===== src/rtl/store_buffer_if.sv =====
// Pipeline-side and dcache-side signals of the store buffer, grouped so the
// buffer and its environment share one bundle; the buffer takes the slave side.
`ifndef CPU_INST_BITS
`define CPU_INST_BITS 32
`endif
`ifndef CPU_ADDR_BITS
`define CPU_ADDR_BITS 32
`endif
`ifndef CPU_DATA_BITS
`define CPU_DATA_BITS 32
`endif

interface store_buffer_if #(
    parameter int DEPTH = 4
);
    logic                          st_valid;
    logic                          st_ready;
    logic [`CPU_INST_BITS-1:0]     inst_MEM;
    logic [`CPU_ADDR_BITS-1:0]     addr_MEM;
    logic [`CPU_DATA_BITS-1:0]     rs2_MEM;
    logic                          st_fault;
    logic                          dcache_req;
    logic [`CPU_ADDR_BITS-1:0]     dcache_addr;
    logic [`CPU_DATA_BITS-1:0]     dcache_din;
    logic [3:0]                    dcache_we;
    logic                          dcache_ack;
    logic [`CPU_ADDR_BITS-1:0]     ld_addr;
    logic                          ld_conflict;
    logic [$clog2(DEPTH):0]        count;
    logic                          empty;

    modport slave (
        input  st_valid, inst_MEM, addr_MEM, rs2_MEM, dcache_ack, ld_addr,
        output st_ready, st_fault, dcache_req, dcache_addr, dcache_din,
               dcache_we, ld_conflict, count, empty
    );

    modport master (
        output st_valid, inst_MEM, addr_MEM, rs2_MEM, dcache_ack, ld_addr,
        input  st_ready, st_fault, dcache_req, dcache_addr, dcache_din,
               dcache_we, ld_conflict, count, empty
    );
endinterface


===== src/rtl/store_buffer.sv =====
// Store buffer: formats MEM-stage stores into word-aligned dcache writes,
// queues them in a small FIFO, drains over req/ack and flags load hazards.
module store_buffer #(
    parameter int DEPTH = 4
) (
    input  logic          clk,
    input  logic          reset,
    store_buffer_if.slave sb
);
    localparam int PW = $clog2(DEPTH);

    logic [29:0]       addr_mem [DEPTH];
    logic [31:0]       din_mem  [DEPTH];
    logic [3:0]        we_mem   [DEPTH];

    logic [PW-1:0]     wr_ptr_q, wr_ptr_d;
    logic [PW-1:0]     rd_ptr_q, rd_ptr_d;
    logic [PW:0]       count_q, count_d;
    logic              fault_q, fault_d;

    logic [6:0]        opcode;
    logic [2:0]        funct3;
    logic              is_store;
    logic              legal;
    logic [31:0]       fmt_din;
    logic [3:0]        fmt_we;
    logic              enq;
    logic              deq;
    logic              empty;
    logic              hit;
    logic [PW-1:0]     rel;
    logic              unused_bits;

    assign opcode   = sb.inst_MEM[6:0];
    assign funct3   = sb.inst_MEM[14:12];
    assign is_store = (opcode == 7'b0100011);

    always_comb begin
        legal   = 1'b0;
        fmt_din = '0;
        fmt_we  = '0;
        case (funct3)
            3'b000: begin
                legal   = 1'b1;
                fmt_din = {4{sb.rs2_MEM[7:0]}};
                fmt_we  = 4'b0001 << sb.addr_MEM[1:0];
            end
            3'b001: begin
                legal   = ~sb.addr_MEM[0];
                fmt_din = {2{sb.rs2_MEM[15:0]}};
                fmt_we  = sb.addr_MEM[1] ? 4'b1100 : 4'b0011;
            end
            3'b010: begin
                legal   = (sb.addr_MEM[1:0] == 2'b00);
                fmt_din = sb.rs2_MEM;
                fmt_we  = 4'b1111;
            end
            default: legal = 1'b0;
        endcase
    end

    assign empty   = (count_q == '0);
    assign sb.st_ready = (count_q != (PW+1)'(DEPTH));
    assign enq     = sb.st_valid & sb.st_ready & is_store & legal;
    assign deq     = ~empty & sb.dcache_ack;
    assign fault_d = sb.st_valid & is_store & ~legal;

    always_comb begin
        wr_ptr_d = enq ? wr_ptr_q + 1'b1 : wr_ptr_q;
        rd_ptr_d = deq ? rd_ptr_q + 1'b1 : rd_ptr_q;
        count_d  = count_q;
        case ({enq, deq})
            2'b10:   count_d = count_q + 1'b1;
            2'b01:   count_d = count_q - 1'b1;
            default: count_d = count_q;
        endcase
    end

    always_ff @(posedge clk or negedge reset) begin
        if (!reset) begin
            wr_ptr_q <= '0;
            rd_ptr_q <= '0;
            count_q  <= '0;
            fault_q  <= 1'b0;
        end else begin
            wr_ptr_q <= wr_ptr_d;
            rd_ptr_q <= rd_ptr_d;
            count_q  <= count_d;
            fault_q  <= fault_d;
        end
    end

    // Payload storage carries no reset; validity comes only from the pointers.
    always_ff @(posedge clk) begin
        if (enq) begin
            addr_mem[wr_ptr_q] <= sb.addr_MEM[31:2];
            din_mem[wr_ptr_q]  <= fmt_din;
            we_mem[wr_ptr_q]   <= fmt_we;
        end
    end

    // An entry is live when its distance from the read pointer is below count.
    always_comb begin
        hit = 1'b0;
        rel = '0;
        for (int i = 0; i < DEPTH; i++) begin
            rel = PW'(i) - rd_ptr_q;
            if (({1'b0, rel} < count_q) && (addr_mem[i] == sb.ld_addr[31:2]))
                hit = 1'b1;
        end
    end

    assign sb.ld_conflict = hit;
    assign sb.st_fault    = fault_q;
    assign sb.count       = count_q;
    assign sb.empty       = empty;
    assign sb.dcache_req  = ~empty;
    assign sb.dcache_addr = empty ? '0 : {addr_mem[rd_ptr_q], 2'b00};
    assign sb.dcache_din  = empty ? '0 : din_mem[rd_ptr_q];
    assign sb.dcache_we   = empty ? '0 : we_mem[rd_ptr_q];

    assign unused_bits = ^{sb.inst_MEM[31:15], sb.inst_MEM[11:7], sb.ld_addr[1:0]};
endmodule


===== src/flat_wrapper.sv =====
// flat-port wrapper written by rule: the top's interface ports become plain ports
module store_buffer_flat 
#(
    parameter int DEPTH = 4
)
  (clk, reset, sb_st_valid, sb_inst_MEM, sb_addr_MEM, sb_rs2_MEM, sb_dcache_ack, sb_ld_addr, sb_st_ready, sb_st_fault, sb_dcache_req, sb_dcache_addr, sb_dcache_din, sb_dcache_we, sb_ld_conflict, sb_count, sb_empty);
  store_buffer_if #(.DEPTH(DEPTH)) sb_i ();
  input  logic clk;
  input  logic reset;
  input wire logic [$bits(sb_i.st_valid)-1:0] sb_st_valid;
  input wire logic [$bits(sb_i.inst_MEM)-1:0] sb_inst_MEM;
  input wire logic [$bits(sb_i.addr_MEM)-1:0] sb_addr_MEM;
  input wire logic [$bits(sb_i.rs2_MEM)-1:0] sb_rs2_MEM;
  input wire logic [$bits(sb_i.dcache_ack)-1:0] sb_dcache_ack;
  input wire logic [$bits(sb_i.ld_addr)-1:0] sb_ld_addr;
  output wire logic [$bits(sb_i.st_ready)-1:0] sb_st_ready;
  output wire logic [$bits(sb_i.st_fault)-1:0] sb_st_fault;
  output wire logic [$bits(sb_i.dcache_req)-1:0] sb_dcache_req;
  output wire logic [$bits(sb_i.dcache_addr)-1:0] sb_dcache_addr;
  output wire logic [$bits(sb_i.dcache_din)-1:0] sb_dcache_din;
  output wire logic [$bits(sb_i.dcache_we)-1:0] sb_dcache_we;
  output wire logic [$bits(sb_i.ld_conflict)-1:0] sb_ld_conflict;
  output wire logic [$bits(sb_i.count)-1:0] sb_count;
  output wire logic [$bits(sb_i.empty)-1:0] sb_empty;
  assign sb_i.st_valid = sb_st_valid;
  assign sb_i.inst_MEM = sb_inst_MEM;
  assign sb_i.addr_MEM = sb_addr_MEM;
  assign sb_i.rs2_MEM = sb_rs2_MEM;
  assign sb_i.dcache_ack = sb_dcache_ack;
  assign sb_i.ld_addr = sb_ld_addr;
  assign sb_st_ready = sb_i.st_ready;
  assign sb_st_fault = sb_i.st_fault;
  assign sb_dcache_req = sb_i.dcache_req;
  assign sb_dcache_addr = sb_i.dcache_addr;
  assign sb_dcache_din = sb_i.dcache_din;
  assign sb_dcache_we = sb_i.dcache_we;
  assign sb_ld_conflict = sb_i.ld_conflict;
  assign sb_count = sb_i.count;
  assign sb_empty = sb_i.empty;
  store_buffer #(.DEPTH(DEPTH)) u_core (.clk(clk), .reset(reset), .sb(sb_i));
endmodule

===== config.mk =====
export PLATFORM = sky130hd
export DESIGN_NAME = store_buffer_flat
export DESIGN_NICKNAME = d
export VERILOG_FILES = /design/src/rtl/store_buffer_if.sv /design/src/rtl/store_buffer.sv /design/src/flat_wrapper.sv
export SDC_FILE = /design/constraint.sdc
export NUM_CORES = 1
export LEC_CHECK = 0
export ABC_CLOCK_PERIOD_IN_PS = 3300
export CAP_MARGIN = 25
export CORE_MARGIN = 10
export CORE_UTILIZATION = 30
export CTS_CLUSTER_SIZE = 28
export DETAILED_ROUTE_END_ITERATION = 10
export GPL_ROUTABILITY_DRIVEN = 0
export PLACE_DENSITY_LB_ADDON = 0.2
export SYNTH_ARGS = -nofsm -noshare
export SYNTH_HDL_FRONTEND = slang
export SYNTH_SLANG_ARGS = --single-unit

===== constraint.sdc =====
create_clock -name clk -period 3.3 [get_ports clk]
set_input_delay 0.495 -clock clk [delete_from_list [all_inputs] [get_ports clk]]
set_output_delay 0.495 -clock clk [all_outputs]
set_load 0.02 [all_outputs]

# Yosys cells after proc, flatten, opt, wreduce, memory -nomap -nowiden
# Memories as Yosys holds them, arrays and structs flattened.
# Cells that the tools add are included.
totals:
  register_bits: 8
  ram_bits: 264
  out_inout_bits: 76
  elab_cells: 61
  memories: 3
mem_list:
  columns: ["name", "words", "word_bits", "rd", "rd_clocked_by_memory_dff", "wr", "line_no", "text"]
  rows:
  - ["u_core.din_mem", 4, 32, 1, 0, 1, "store_buffer.sv:13", "logic [31:0] din_mem [DEPTH];"]
  - ["u_core.addr_mem", 4, 30, 5, 0, 1, "store_buffer.sv:12", "logic [29:0] addr_mem [DEPTH];"]
  - ["u_core.we_mem", 4, 4, 1, 0, 1, "store_buffer.sv:14", "logic [3:0] we_mem [DEPTH];"]
op_classes:
  addsub: 8
  n_lt_le_gt_ge: 4
  n_eq_ne: 10
  shift: 1
  mux: 14
  bitwise_logic: 9
  reduce_logical: 8
ops:
  columns: ["operator", "count"]
  rows:
  - ["30-bit equality test", 4]
  - ["32-bit case mux with 3 select lines", 1]
  - ["32-bit 2-to-1 mux", 2]
  - ["2-bit by 3-bit less-than comparator with 1-bit output", 4]
  - ["4-bit case mux with 3 select lines", 1]
  - ["4-bit 2-to-1 mux", 2]
  - ["7-bit by 6-bit equality test with 1-bit output, second input constant", 1]
  - ["1-bit bitwise AND", 6]
  - ["3-bit zero test", 2]
  - ["1-bit 2-to-1 mux", 6]
  - ["3-bit case mux with 2 select lines", 1]
  - ["2-bit by 1-bit adder with 2-bit output, second input constant", 2]
  - ["1-bit logical AND", 4]
  - ["1-bit by 2-bit left shift with 4-bit output, first input constant", 1]
  - ["1-bit by 2-bit subtractor with 2-bit output, first input constant", 2]
  - ["2-bit subtractor, first input constant", 2]
  - ["3-bit by 1-bit adder with 3-bit output, second input constant", 1]
  - ["3-bit by 1-bit equality test with 1-bit output, second input constant", 1]
  - ["3-bit by 2-bit equality test with 1-bit output, second input constant", 1]
  - ["3-bit inequality test, second input constant", 1]
  - ["1-bit NOT", 3]
  - ["1-bit case mux with 3 select lines", 1]
  - ["3-bit by 1-bit subtractor with 3-bit output, second input constant", 1]
  - ["2-bit by 1-bit equality test with 1-bit output, second input constant", 1]
  - ["other kinds (3)", 3]

# Depth between registers and ports, before layout
logic_depth:
  depth_word: 7
  ltp_mapped: 10

# Worst setup path before layout
# Ideal clock, no wire load.
synth_path:
  path_type: "input port to flip-flop"
  from: "input sb_inst_MEM[2]"
  to: "memory u_core.addr_mem[2][0], enable pin"
  setup_time_ps: 431
  t_arrival_ps: 2978
  t_required_ps: 2869
  setup_slack_ps: -109
  cell_stages: 4
  n_path_buf: 0
  path_cell_list: "nor4b_2 nand4_1 a2111oi_4 and2_1"
synth_between:
  elab_chain_len: 5
synth_rtl:
  columns: ["element", "line_no", "text"]
  rows:
  - ["start: declaration", "flat_wrapper.sv:11", "input wire logic [$bits(sb_i.inst_MEM)-1:0] sb_inst_MEM;"]
  - ["7-bit by 6-bit equality test with 1-bit output", "store_buffer.sv:36", "assign is_store = (opcode == 7'b0100011);"]
  - ["1-bit bitwise AND (2 in a row)", "store_buffer.sv:64", "assign enq = sb.st_valid & sb.st_ready & is_store & legal;"]
  - ["1-bit 2-to-1 mux", "store_buffer.sv:95", "if (enq) begin"]
  - ["1-bit 2-to-1 mux (implied by the code)", "store_buffer.sv:96", "addr_mem[wr_ptr_q] <= sb.addr_MEM[31:2];"]
  - ["end: declaration", "store_buffer.sv:12", null]
# No other way between the ends.

# Worst setup path in the final report
layout_path:
  from: "register u_core.rd_ptr_q[0]"
  to: "output sb_ld_conflict"
layout_between:
  elab_chain_len: 7
layout_rtl:
  columns: ["element", "line_no", "text"]
  rows:
  - ["start: declaration", "store_buffer.sv:17", "logic [PW-1:0] rd_ptr_q, rd_ptr_d;"]
  - ["start signal: assignment", "store_buffer.sv:87", "rd_ptr_q <= rd_ptr_d;"]
  - ["1-bit by 2-bit subtractor with 2-bit output", "store_buffer.sv:107", "rel = PW'(i) - rd_ptr_q;"]
  - ["2-bit by 3-bit less-than comparator with 1-bit output", "store_buffer.sv:108", "if (({1'b0, rel} < count_q) && (addr_mem[i] == sb.ld_addr[31:2]))"]
  - ["1-bit logical AND", "store_buffer.sv:108", null]
  - ["1-bit 2-to-1 mux (3 in a row)", "store_buffer.sv:108", null]
  - ["1-bit 2-to-1 mux (*)", "store_buffer.sv:108", null]
  - ["end: declaration", "flat_wrapper.sv:22", "output wire logic [$bits(sb_i.ld_conflict)-1:0] sb_ld_conflict;"]
# Mark *: on every way between the ends. The rest lies on a longest branch, timed or not.

==> results.ini <==
[pwr]
internal_power_mw=7.99
p_per_area_mw_per_mm2=712
comb_power_share_pct=38.8
p_seq_share_pct=33.3
clkPwrFrac_pct=27.9
swShare_pct=31.7
leakage_nw=5.55
switchingPower_mw=3.71
vdd_drop_max_uv=503

[synth]
synth_warnings=0
yosys.cell_types.count=36
syn_area_per_cell_um2=16.4
synth_fa_ha_area_share_pct=1.06
yosysTopAreaCell=edfxtp_1
synthSimpleGateAreaFrac_pct=8.26
synth_top_family_by_area=multiplexers
synthXorXnorAreaFrac_pct=8.89
synth_area_leaders=edfxtp_1 63%, mux4_2 12%, xnor2_1 4.9%
muxShareOfSynthArea_pct=12.6
synth_compound_area_share_pct=2.05
netlist_instances=761
syn_area_mm2=0.0125
ys_seq_area_share_pct=65.0
synth.top_cell.area_share_pct=63.4
synth.ff_latch_count=272

[setup_path]
critPathMaxStageDelay_ns=0.52
worstPathArrival_ns=2.75
required_ns=2.80
r2r_end=u_core.sb.count[2]
end_kind=primary output
cp_slowest_cell=dfrtp_4
cpMostUsedCell=nand4_1
worst_setup_path_start_kind=flop
cp_cell_sequence=xor2_2 > inv_1 > ha_1 > a2111o_1 > a2111oi_4 > nand4_1 > nand4_1 > buf_4
r2r-start=u_core.sb.count[2]
r2r_slack_ns=0.79
reg2regPathDepth=12
critical_path_peak_fanout=3
path_class=reg -> out

[clocking]
cts-buffers-inserted=30
htree_levels=1
worstSkewPairLatency_ns=0.56
cts_buffer_depth=3
clock-sinks=272
cts_tree=done
post_cts_buffers=0
cts_root_buffer=clkbuf_16
clk_pin_slew_ns=0.06

[timing]
skew_ns=0.0158
max_freq_mhz=308
worst_pin_slew_ns=0.883
setup_ws_ns=0.0556
slew_violations=0
rsz0062_at_grt=true
fin_setup_tns_ns=0
slew_headroom_pct=41.1
period_needed_ns=3.24
whs_ns=0.232
hold_violations=0
period_share_pct=98.3
setup_viol=0

[drt]
wl_met1_um=14500
top_layer_used=met5
wl_per_cell_um=22.8
vias_per_cell=4.69
drt.antenna.violating_nets=0
dr.pass1.iters=4
totalWireLength_um=35400
vias=7271
drc=0
drt_iter0_drc=399
wl_met2_um=17700
wl_met3_um=2330

[layout]
syn_to_final_growth_pct=31.3
drive_gt1_share_pct=19.3
nFillCells=3849
design_area_mm2=0.0164
nets=1136

[die]
rows=74
die_area_mm2=0.0503
core_mm2=0.0410
die_w_um=224
initial_core_util_pct=30.5
num_io_pins=208
die_y_um=224

[grt]
grt_antenna_before_repair=2
grt_usage_pct=13.9
grt_pass1_vias=7938
overflow=0
grt_pass1_wl_um=52200
grt_max_degree=45

[placed_design]
hpwlAfterDp_um=25200
port_buffers=181
place_area_mm2=0.0154
dp_slack_ns=-0.136

[worst_hold_path]
hp-class=in -> async

[run]
maxCapViolations=0

[run_status]
outcome=finished clean

what timing repair did:
action	in CTS	in global routing
hold endpoints to repair	0	0
hold buffers	0	0
gates resized for setup	16	12
endpoints found under the setup margin	39	15
cloned	1	0
pin swaps	0	1
power by group through the flow:
stage / clock, mW / combinational [mW] / sequential [mW]
floorplan: 0 / 2.61 / 3.95
detailed placement: 0 / 4.57 / 3.96
CTS: 3.35 / 4.68 / 3.89
global route: 3.48 / 4.88 / 3.90
finish: 3.26 / 4.54 / 3.90
global placement: 0 / 4.59 / 3.96
through the flow:
stage          cells  util (%)  power [mW]
3_5_place_dp    1493      37.5        8.54
5_1_grt         1549      40.1        12.3
4_1_cts         1549      40.0        11.9
2_1_floorplan    762         -        6.56
6_report        1550      40.1        11.7
3_3_place_gp    1493      37.5        8.55
critical path, delay by kind of cell (launching register included):
family / cells / cell delay, ns
AO/OA/AOI/OAI: 2 / 0.83
XOR/XNOR: 1 / 0.17
adder cells (fa/ha/maj): 1 / 0.17
buffers and inverters: 2 / 0.23
flip-flops: 1 / 0.52
AND/OR/NAND/NOR: 2 / 0.27
cell usage in the layout (no fill, tap or decap), types with 13 or more instances in the layout:
cell             count
buf_4               50
nor2_1              15
nor4_1              13
nor2b_1             79
xnor2_1             70
clkdlybuf4s50_1    166
edfxtp_1           264
nand4_1             21
xor2_1              56
nand2_1             22
mux4_2              66
clkbuf_16           31
a21oi_1             33
Yosys cell counts (all sizes together):
cell type / instances
nand4: 21
mux4: 66
nand2: 22
a21oi: 33
conb: 1
ha: 9
o21a: 2
dfrtp: 8
a2111o: 1
o21ai: 1
xnor2: 70
nor4: 13
fa: 1
nand2b: 2
nor3: 2
clkbuf: 24
and4: 1
nor2: 15
nor4b: 1
or2: 8
or3: 1
mux2i: 9
nand3: 2
nor2b: 79
buf: 20
and2: 12
xor2: 57
a2111oi: 4
inv: 12
edfxtp: 264
area by class of cell:
cell class	count	area (um^2)	area share [%]
diodes	1	2.50	0.0152
clock buffers	35	791	4.81
clock inverters	20	174	1.06
inverters	12	45.0	0.274
multi-input cells	434	4150	25.3
flip-flops and latches	272	8130	49.5
well taps	532	666	4.05
repair buffers	244	2470	15.0
logic make-up (layout without fill, tap and decap cells):
family	count (synthesis)	in the layout
mux	75	75
fa+ha+maj	10	10
buf+inv	56	311
simple gates	179	179
compound gates	41	41
flops	272	272
other cells	1	3
xor+xnor	127	127
routing by layer:
metal / vias to the layer above / global-route usage (%)
met5: - / 0
met4: 2 / 3.55
met3: 52 / 3.46
met2: 220 / 23.9
met1: 3653 / 17.1
li1: 3344 / -
state kept, by name (all words and copies together) (netlist names):
name and flops:
u_core.sb.st_fault 1, u_core.addr_mem 120, u_core.sb.count 3, u_core.din_mem 128, u_core.we_mem 16, u_core.wr_ptr_q 2
u_core.rd_ptr_q 2
how the worst max path moves through the flow:
stage                        from                     to  slack, ns  depth (start not counted)
6_report       u_core.rd_ptr_q[0]         sb_ld_conflict       0.06                          8
5_1_grt        u_core.rd_ptr_q[0]         sb_ld_conflict      -0.05                          8
4_1_cts        u_core.rd_ptr_q[0]         sb_ld_conflict      -0.08                          8
3_5_place_dp       sb_ld_addr[31]         sb_ld_conflict      -0.14                          8
3_3_place_gp       sb_ld_addr[31]         sb_ld_conflict      -0.15                          8
2_1_floorplan      sb_inst_MEM[2]  u_core.addr_mem[0][0]       0.59                          4
Note: power is estimated with default switching activity, not from simulation.
==> RTL change (config.mk and constraints unchanged) <==
Remove the case item `3'b000` of the case on `funct3`.
--- a/src/rtl/store_buffer.sv
+++ b/src/rtl/store_buffer.sv
@@ -40,11 +40,6 @@
         fmt_din = '0;
         fmt_we  = '0;
         case (funct3)
-            3'b000: begin
-                legal   = 1'b1;
-                fmt_din = {4{sb.rs2_MEM[7:0]}};
-                fmt_we  = 4'b0001 << sb.addr_MEM[1:0];
-            end
             3'b001: begin
                 legal   = ~sb.addr_MEM[0];
                 fmt_din = {2{sb.rs2_MEM[15:0]}};
Formal check against the unedited RTL: not equivalent (a bounded check fails within 4 cycles, from zero or initial values and one cycle with reset low).
==> RTL change against the unedited design <==
Setup slack improved by 0.080 ns; routed wire length shrank 5.2%; power rose by 0.80%; via count shrank 6.2%; area after synthesis shrank 3.4%; register-to-register slack got worse by 0.02 ns; critical path type unchanged; largest cell class unchanged; critical path depth shrank 4; final cell count is 4.3% lower; worst hold slack gained 0.0047 ns; final area is 2.7% lower; sequential cell count down 8; non-clock buffer count increased by 2; maximum frequency up 2.5%; utilization increased by 0.098 points.
==> RTL change: results (changes against the unedited design) <==
[metrics] leakage power total: 0.00526 uW (-5.2%)
[metrics] share of synthesized area occupied by flip-flops and latches: 65.3% (+0.30 points)
[metrics] nets: 1076 (-5.3%)
[metrics] total length of routed wires: 33600 microns (-5.2%)
[metrics] initial antenna violation count: 3 (+1)
[metrics] Routed met3 length: 2430 microns (+4.3%)
[metrics] fraction of the mapped netlist area in compound gates: 2.24% (+0.19 points)
[metrics] reg2reg path depth: 9 (-3)
[metrics] layout cell share with drive strength beyond 1: 19.2% (-0.046 points)
[metrics] largest cells by area after synthesis: edfxtp_1 (64%), mux4_2 (11%), xnor2_1 (8.3%)
[metrics] number of global-route vias before repair: 7406 (-6.7%)
[metrics] run status: finished clean
[metrics] worst path arrival time: 2.67 ns (-0.08 ns)
[metrics] Worst Max-Slew Pin Slew: 0.666 ns (-0.217 ns)
[metrics] setup skew after layout: 0.0147 ns (-0.00117 ns)
[metrics] slowest cell delay on critical path: 0.58 ns (+0.06 ns)
[metrics] Async SR Flop Fraction: 3.03% (+0.089 points)
[metrics] global-route wire length before repair: 49000 microns (-6.1%)
[metrics] largest registers in the final layout: u_core.din_mem (128), u_core.addr_mem (120), u_core.we_mem (8)
[metrics] length of the first detailed-routing pass in iterations: 6 (+2)
[metrics] Peak VDD IR: 0.000444 V (-12%)
[metrics] portion of netlist area occupied by mux cells: 12.1% (-0.55 points)
[metrics] xor-xnor portion of the synthesized cell area: 9.20% (+0.31 points)
[metrics] Max FO, Critical Path: 35 (+32)
[metrics] detailed-routed wire length on met2: 16500 microns (-6.9%)
[metrics] routed metal-1 wirelength: 14000 microns (-3.5%)
[metrics] top cells by instance count after synthesis: edfxtp_1 (256), xnor2_1 (114), and2_1 (65), mux4_2 (60), clkbuf_1 (43)
[metrics] family with the most delay on the worst path: buffers and inverters
[metrics] count of flip-flops with a built-in enable after synthesis: 256 (-3.0%)
[metrics] 1st-iter DRT viols: 342 (-14%)
[metrics] Inserted Clock Buffers: 31 (+3.3%)
[metrics] fraction of the mapped netlist area in adder cells: 1.10% (+0.037 points)
RTL change: how the worst max path moves through the flow:
stage                                               from                         endpoint  depth (start not counted)
after detailed placement                  sb_ld_addr[16]                   sb_ld_conflict                          8
after global placement                    sb_ld_addr[12]                   sb_ld_conflict                          8
after global routing      u_core.rd_ptr_q[0]$_DFFE_PN0P_                 sb_dcache_din[1]                          4
after floorplan                           sb_inst_MEM[2]  u_core.addr_mem[0][0]$_DFFE_PP_                          4
after CTS                 u_core.rd_ptr_q[0]$_DFFE_PN0P_               sb_dcache_addr[24]                          5
final                     u_core.rd_ptr_q[0]$_DFFE_PN0P_                 sb_dcache_din[1]                          4
RTL change: where the power goes:
group / switching [uW] / internal (uW) / total [uW]
sequential: 51.3 / 3710 / 3760
combinational: 2280 / 2280 / 4560
clock: 1300 / 2170 / 3460
total: 3630 / 8160 / 11800
RTL change: worst register-to-register path, stage by stage, from the launching register on:
cell and delay, ns:
dfrtp_1 0.56, or3_4 0.39, buf_4 0.24, and2_1 0.23, ha_1 0.21, inv_1 0.06
fa_1 0.37, xor2_1 0.15, nor2_1 0.11, xor2_1 0.15
RTL change: what timing repair did:
| action | in CTS | in global routing |
|---|---|---|
| gates resized for setup | 17 | 5 |
| setup endpoints to repair | 68 | 9 |
| endpoints found under the hold margin | 0 | 0 |
RTL change: routing by layer:
metal / GRT usage (%) / vias to the layer above
met5: 0 / -
li1: - / 3138
met2: 22.9 / 205
met3: 3.84 / 43
met1: 17.2 / 3427
met4: 2.83 / 4
RTL change: cells by family (layout without fill, tap and decap cells):
family | count (synthesis) | count (layout)
flip-flops | 264 | 264
AND/OR/NAND/NOR | 140 | 140
XOR/XNOR | 127 | 127
buffers and inverters | 78 | 318
multiplexers | 64 | 64
AO/OA/AOI/OAI | 32 | 32
adder cells (fa/ha/maj) | 10 | 10
other | 1 | 3
RTL change: stage by stage:
step	hold WS [ns]	std cells	setup slack (ns)	TNS [ns]
final	0.236	1483	0.136	0
after CTS	0.233	1483	0.00372	0
after detailed placement	0.604	1427	-0.0587	-0.0587
after floorplan	0.199	717	0.619	0
after global routing	0.252	1482	0.0125	0
after global placement	0.600	1427	-0.0336	-0.0336
RTL change: cell type report:
cell class,count,area [sq um]
antenna,1,2.50
clock buffer,41,843
clock inverter,15,198
fill,3728,23800
inverter,16,60.1
multi-input combinational,375,3870
sequential,264,7890
tap,525,657
timing repair buffer,246,2470
